[src/rtl/serializador_paralelo_serial.sv]
// Parallel-in/serial-out converter with a valid/ready handshake on the parallel side.
// A frame is WIDTH bits, one per clock, optionally followed by GAP forced idle cycles.
module serializador_paralelo_serial #(
  parameter int WIDTH     = 4,
  parameter bit MSB_FIRST = 1'b1,
  parameter int GAP       = 0
) (
  input  logic             clock,
  input  logic             reset,
  input  logic [WIDTH-1:0] data_in,
  input  logic             data_valid,
  output logic             data_ready,
  output logic             serial_out,
  output logic             serial_valid,
  output logic             frame_start,
  output logic             frame_done,
  output logic             busy
);

  localparam int              CW       = (WIDTH > 1) ? $clog2(WIDTH) : 1;
  localparam logic [CW-1:0]   LAST_BIT = CW'(WIDTH - 1);
  localparam logic [2:0]      GAP_LAST = 3'(GAP - 1);

  typedef enum logic [1:0] {
    S_IDLE,
    S_SHIFT,
    S_GAP
  } state_e;

  state_e           state_q, state_d;
  logic [WIDTH-1:0] shreg_q, shreg_d;
  logic [CW-1:0]    cnt_q, cnt_d;
  logic [2:0]       gap_q, gap_d;
  logic             serial_out_q, serial_out_d;
  logic             serial_valid_q, serial_valid_d;
  logic             last_bit;
  logic             accept;

  assign last_bit = (state_q == S_SHIFT) && (cnt_q == LAST_BIT);
  assign accept   = data_valid && data_ready;

  // NOTE: every variable driven here gets a default first, so no path can infer a latch.
  always_comb begin
    data_ready     = 1'b0;
    state_d        = state_q;
    shreg_d        = shreg_q;
    cnt_d          = cnt_q;
    gap_d          = gap_q;
    serial_out_d   = 1'b0;
    serial_valid_d = 1'b0;

    if (!reset && ((state_q == S_IDLE) || (last_bit && (GAP == 0)))) begin
      data_ready = 1'b1;
    end

    case (state_q)
      S_IDLE: begin
        if (accept) begin
          shreg_d = data_in;
          cnt_d   = '0;
          state_d = S_SHIFT;
        end
      end
      S_SHIFT: begin
        if (last_bit) begin
          // A same-cycle accept is only possible when GAP is zero (back-to-back frames).
          if (accept) begin
            shreg_d = data_in;
            cnt_d   = '0;
          end else if (GAP > 0) begin
            gap_d   = '0;
            state_d = S_GAP;
          end else begin
            state_d = S_IDLE;
          end
        end else begin
          shreg_d = MSB_FIRST ? {shreg_q[WIDTH-2:0], 1'b0} : {1'b0, shreg_q[WIDTH-1:1]};
          cnt_d   = cnt_q + CW'(1);
        end
      end
      S_GAP: begin
        if (gap_q == GAP_LAST) begin
          state_d = S_IDLE;
        end else begin
          gap_d = gap_q + 3'd1;
        end
      end
      default: state_d = S_IDLE;
    endcase

    // Serial outputs are registered from the next state so they change only on the clock.
    if (state_d == S_SHIFT) begin
      serial_valid_d = 1'b1;
      serial_out_d   = MSB_FIRST ? shreg_d[WIDTH-1] : shreg_d[0];
    end
  end

  // NOTE: sequential state uses non-blocking assignments so all registers update together.
  always_ff @(posedge clock) begin
    if (reset) begin
      state_q        <= S_IDLE;
      shreg_q        <= '0;
      cnt_q          <= '0;
      gap_q          <= '0;
      serial_out_q   <= 1'b0;
      serial_valid_q <= 1'b0;
    end else begin
      state_q        <= state_d;
      shreg_q        <= shreg_d;
      cnt_q          <= cnt_d;
      gap_q          <= gap_d;
      serial_out_q   <= serial_out_d;
      serial_valid_q <= serial_valid_d;
    end
  end

  assign serial_out   = serial_out_q;
  assign serial_valid = serial_valid_q;
  assign frame_start  = serial_valid_q && (cnt_q == '0);
  assign frame_done   = serial_valid_q && (cnt_q == LAST_BIT);
  assign busy         = (state_q != S_IDLE);

endmodule

[config.mk]
export PLATFORM = sky130hd
export DESIGN_NAME = serializador_paralelo_serial
export DESIGN_NICKNAME = d
export VERILOG_FILES = /design/src/rtl/serializador_paralelo_serial.sv
export SDC_FILE = /design/constraint.sdc
export NUM_CORES = 1
export LEC_CHECK = 0
export ABC_AREA = 1
export ABC_CLOCK_PERIOD_IN_PS = 4100
export CORE_MARGIN = 1
export CORE_UTILIZATION = 30
export CTS_CLUSTER_SIZE = 40
export DETAILED_ROUTE_END_ITERATION = 8
export HOLD_SLACK_MARGIN = 0.1
export PLACE_DENSITY = 0.49
export SLEW_MARGIN = 10
export SYNTH_ARGS = -nofsm -noshare
export SYNTH_HDL_FRONTEND = slang
export SYNTH_SLANG_ARGS = --single-unit
[constraint.sdc]
create_clock -name clock -period 4.1 [get_ports clock]
set_clock_uncertainty 0.15 [all_clocks]
set_input_delay 0.41 -clock clock [delete_from_list [all_inputs] [get_ports clock]]
set_output_delay 0.41 -clock clock [all_outputs]
set_load 0.01 [all_outputs]
==> results.sh <==
export IMPL_cts_sinks=13
export IMPL_seqPwrFrac_pct=52.1
export IMPL_status="finished, final reports clean"
export IMPL_synth_top_area_cell="dfxtp_1"
export IMPL_hpwl_um=973
export IMPL_cts_tree="done"
export IMPL_cts_setup_buffers=0
export IMPL_p_total_uw=259
export IMPL_worstPathRequired_ns=3.54
export IMPL_hold_violations=0
export IMPL_drtIter0Drc=5
export IMPL_ctsResizeCount=0
export IMPL_root_buffer="clkbuf_4"
export IMPL_clk_latency_ns=0.28
export IMPL_yosys_warnings=0
export IMPL_die_h_um=49.6
export IMPL_cts_buffer_depth=2
export IMPL_drt_total_wl_um=1260
export IMPL_clock_power_share_pct=31.1
export IMPL_switching_power_uw=69.8
export IMPL_rsz0062_at_grt="no"
export IMPL_intPower_uw=189
export IMPL_pin_count=13
export IMPL_finalCritPeriodShare_pct=58.8
export IMPL_num_rows=16
export IMPL_final_util_pct=41.5
export IMPL_port_buffers=12
export IMPL_wl_per_cell_um=10.1
export IMPL_path_max_fanout=9
export IMPL_setup_tns_ns=0
export IMPL_syn_avg_cell_area_um2=8.19
export IMPL_drive_gt1_share_pct=22.4
export IMPL_startpoint_type="primary input"
export IMPL_synth_seq_cells=13
export IMPL_finalNetCount=110
export IMPL_drv_cap=0
export IMPL_min_path_type="register to register"
export IMPL_synth_area_um2=679
export IMPL_whs_ns=0.321
export IMPL_remaining_drc_errors=0
export IMPL_htree_levels=1
export IMPL_reg2reg_slack_ns=2.62
export IMPL_ys_seq_area_share_pct=38.3
export IMPL_leakage_uw=0.000386
export IMPL_first_pass_iters=3
export IMPL_die_area_um2=2460
export IMPL_syn_to_final_growth_pct=24.9
export IMPL_synth_fp_nets=94
export IMPL_setup_violations=0
export IMPL_track_usage_pct=12.8
export IMPL_clk_pin_slew_ns=0.08
export IMPL_p_per_area_nw_per_um2=306
export IMPL_synth_area_leaders="dfxtp_1 (38%), inv_1 (7.7%), ha_1 (7.4%)"
export IMPL_grt_pass1_wl_um=2350
export IMPL_switching_share_pct=26.9
export IMPL_ir_drop_v=0.000217
export IMPL_cts_buffers_inserted=3
export IMPL_syn_inst=83
export IMPL_detail_route_antenna_nets=0
export IMPL_gp_congestion=0.668
export IMPL_grt_pass1_vias=519
export IMPL_n_antenna_cell=0
export IMPL_synth_cell_types=23
export IMPL_holdBufCountCts=0
export IMPL_antenna_found_initial=0
export IMPL_grt_max_degree=10
export IMPL_vias=539
export IMPL_finalCriticalPeriod_ns=2.41
export IMPL_end_kind="output pin"
export IMPL_finalMaxSlewViolations=0
export IMPL_power_frac_comb_pct=16.8
export IMPL_worstMarginPinSlew_ns=0.440
export IMPL_core_um2=2040
export IMPL_via_per_inst=4.31
export IMPL_die_w_um=49.6
export IMPL_maxSlewHeadroom_pct=70.6
export IMPL_initial_utilization_pct=33.3
export IMPL_max_freq_ghz=0.415
export IMPL_synth_top_area_share_pct=38.3
export IMPL_cp_data_arrival_time_ns=1.85
export IMPL_overflow=0
export IMPL_path_class="primary input to output pin"
-- worst paths after layout --
kind	from	endpoint	cells after the start
setup / recovery	reset	data_ready	3
hold / removal	gap_q[2]$_SDFFE_PP0P_	gap_q[2]$_SDFFE_PP0P_	2
setup reg to reg	cnt_q[0]$_SDFFE_PP0N_	serial_out$_SDFF_PP0_	6
hold reg to reg	gap_q[2]$_SDFFE_PP0P_	gap_q[2]$_SDFFE_PP0P_	2
-- through the flow --
stage               cells  area, um^2  setup WS [ns]
global route          125         848           1.54
global placement      121         822           1.68
finish                125         848           1.69
CTS                   125         848           1.68
detailed placement    121         822           1.67
floorplan              83         679           2.52
-- cell families (layout without fill, tap and decap cells) --
group                      count (synthesis)  count (layout)  share of synthesized area [%]
buffers and inverters                     18              33                           11.0
and+or+nand+nor                           37              37                           32.0
DFF                                       13              13                           38.3
AOI/OAI and AO/OA                         11              11                           11.2
adders and majority gates                  4               4                           7.37
-- synthesized netlist by cell type --
cell	number
o21ai_1	1
nand4_1	3
nor2_2	1
buf_6	1
o21ai_0	1
ha_1	4
nor2_4	2
inv_2	3
nand2_1	13
dfxtp_1	13
nand3_1	7
nor3_2	1
inv_1	14
o21ai_2	1
nand3_4	1
nor3_1	1
nor2_1	2
a21oi_1	4
a21boi_2	1
nand2_4	1
nand2_2	4
nand3_2	1
a21oi_2	3
-- layout make-up --
cell class,instances,area [um^2]
Clock buffer,4,26.3
Timing Repair Buffer,12,120
Sequential cell,13,260
Fill cell,228,1190
Tap cell,27,33.8
Inverter,17,63.8
Multi-Input combinational cell,52,344
-- registers in the layout, indices dropped and copies added, names as in the netlist --
register and flops:
serial_out 1, state_q 2, serial_valid 1, cnt_q 2, gap_q 3, shreg_q 4
-- routing by layer --
| layer | GRT usage [%] | up-vias | part of all wire (%) |
|---|---|---|---|
| met5 | 0 | - | 0 |
| met4 | 7.14 | 0 | 2.5 |
| met3 | 4.94 | 5 | 5.9 |
| met2 | 19.6 | 14 | 42 |
| met1 | 15.2 | 223 | 49 |
| li1 | - | 297 | - |
-- worst max-delay path, cell delays in order --
cell,delay (ns)
clkdlybuf4s50_1,0.62
nor3_1,0.25
clkdlybuf4s50_1,0.56
-- placed cells by master (no fill, tap or decap), drive strengths merged --
master,Yosys,layout
clkbuf,0,4
dfxtp,13,13
nor2,5,5
a21oi,7,7
ha,4,4
o21ai,3,3
nor3,2,2
nand3,9,9
nand4,3,3
inv,17,17
nand2,18,18
clkdlybuf4s50,0,12
a21boi,1,1
-- power groups by stage --
stage | Clock, uW | Combinational [uW] | Sequential [uW]
final | 80.5 | 43.6 | 135
after CTS | 84.9 | 44.4 | 135
after floorplan | 0 | 26.7 | 138
after global placement | 0 | 44.0 | 138
after detailed placement | 0 | 44.3 | 138
after global routing | 90.1 | 48.9 | 136
No activity file was read; power rests on OpenSTA's default activity.
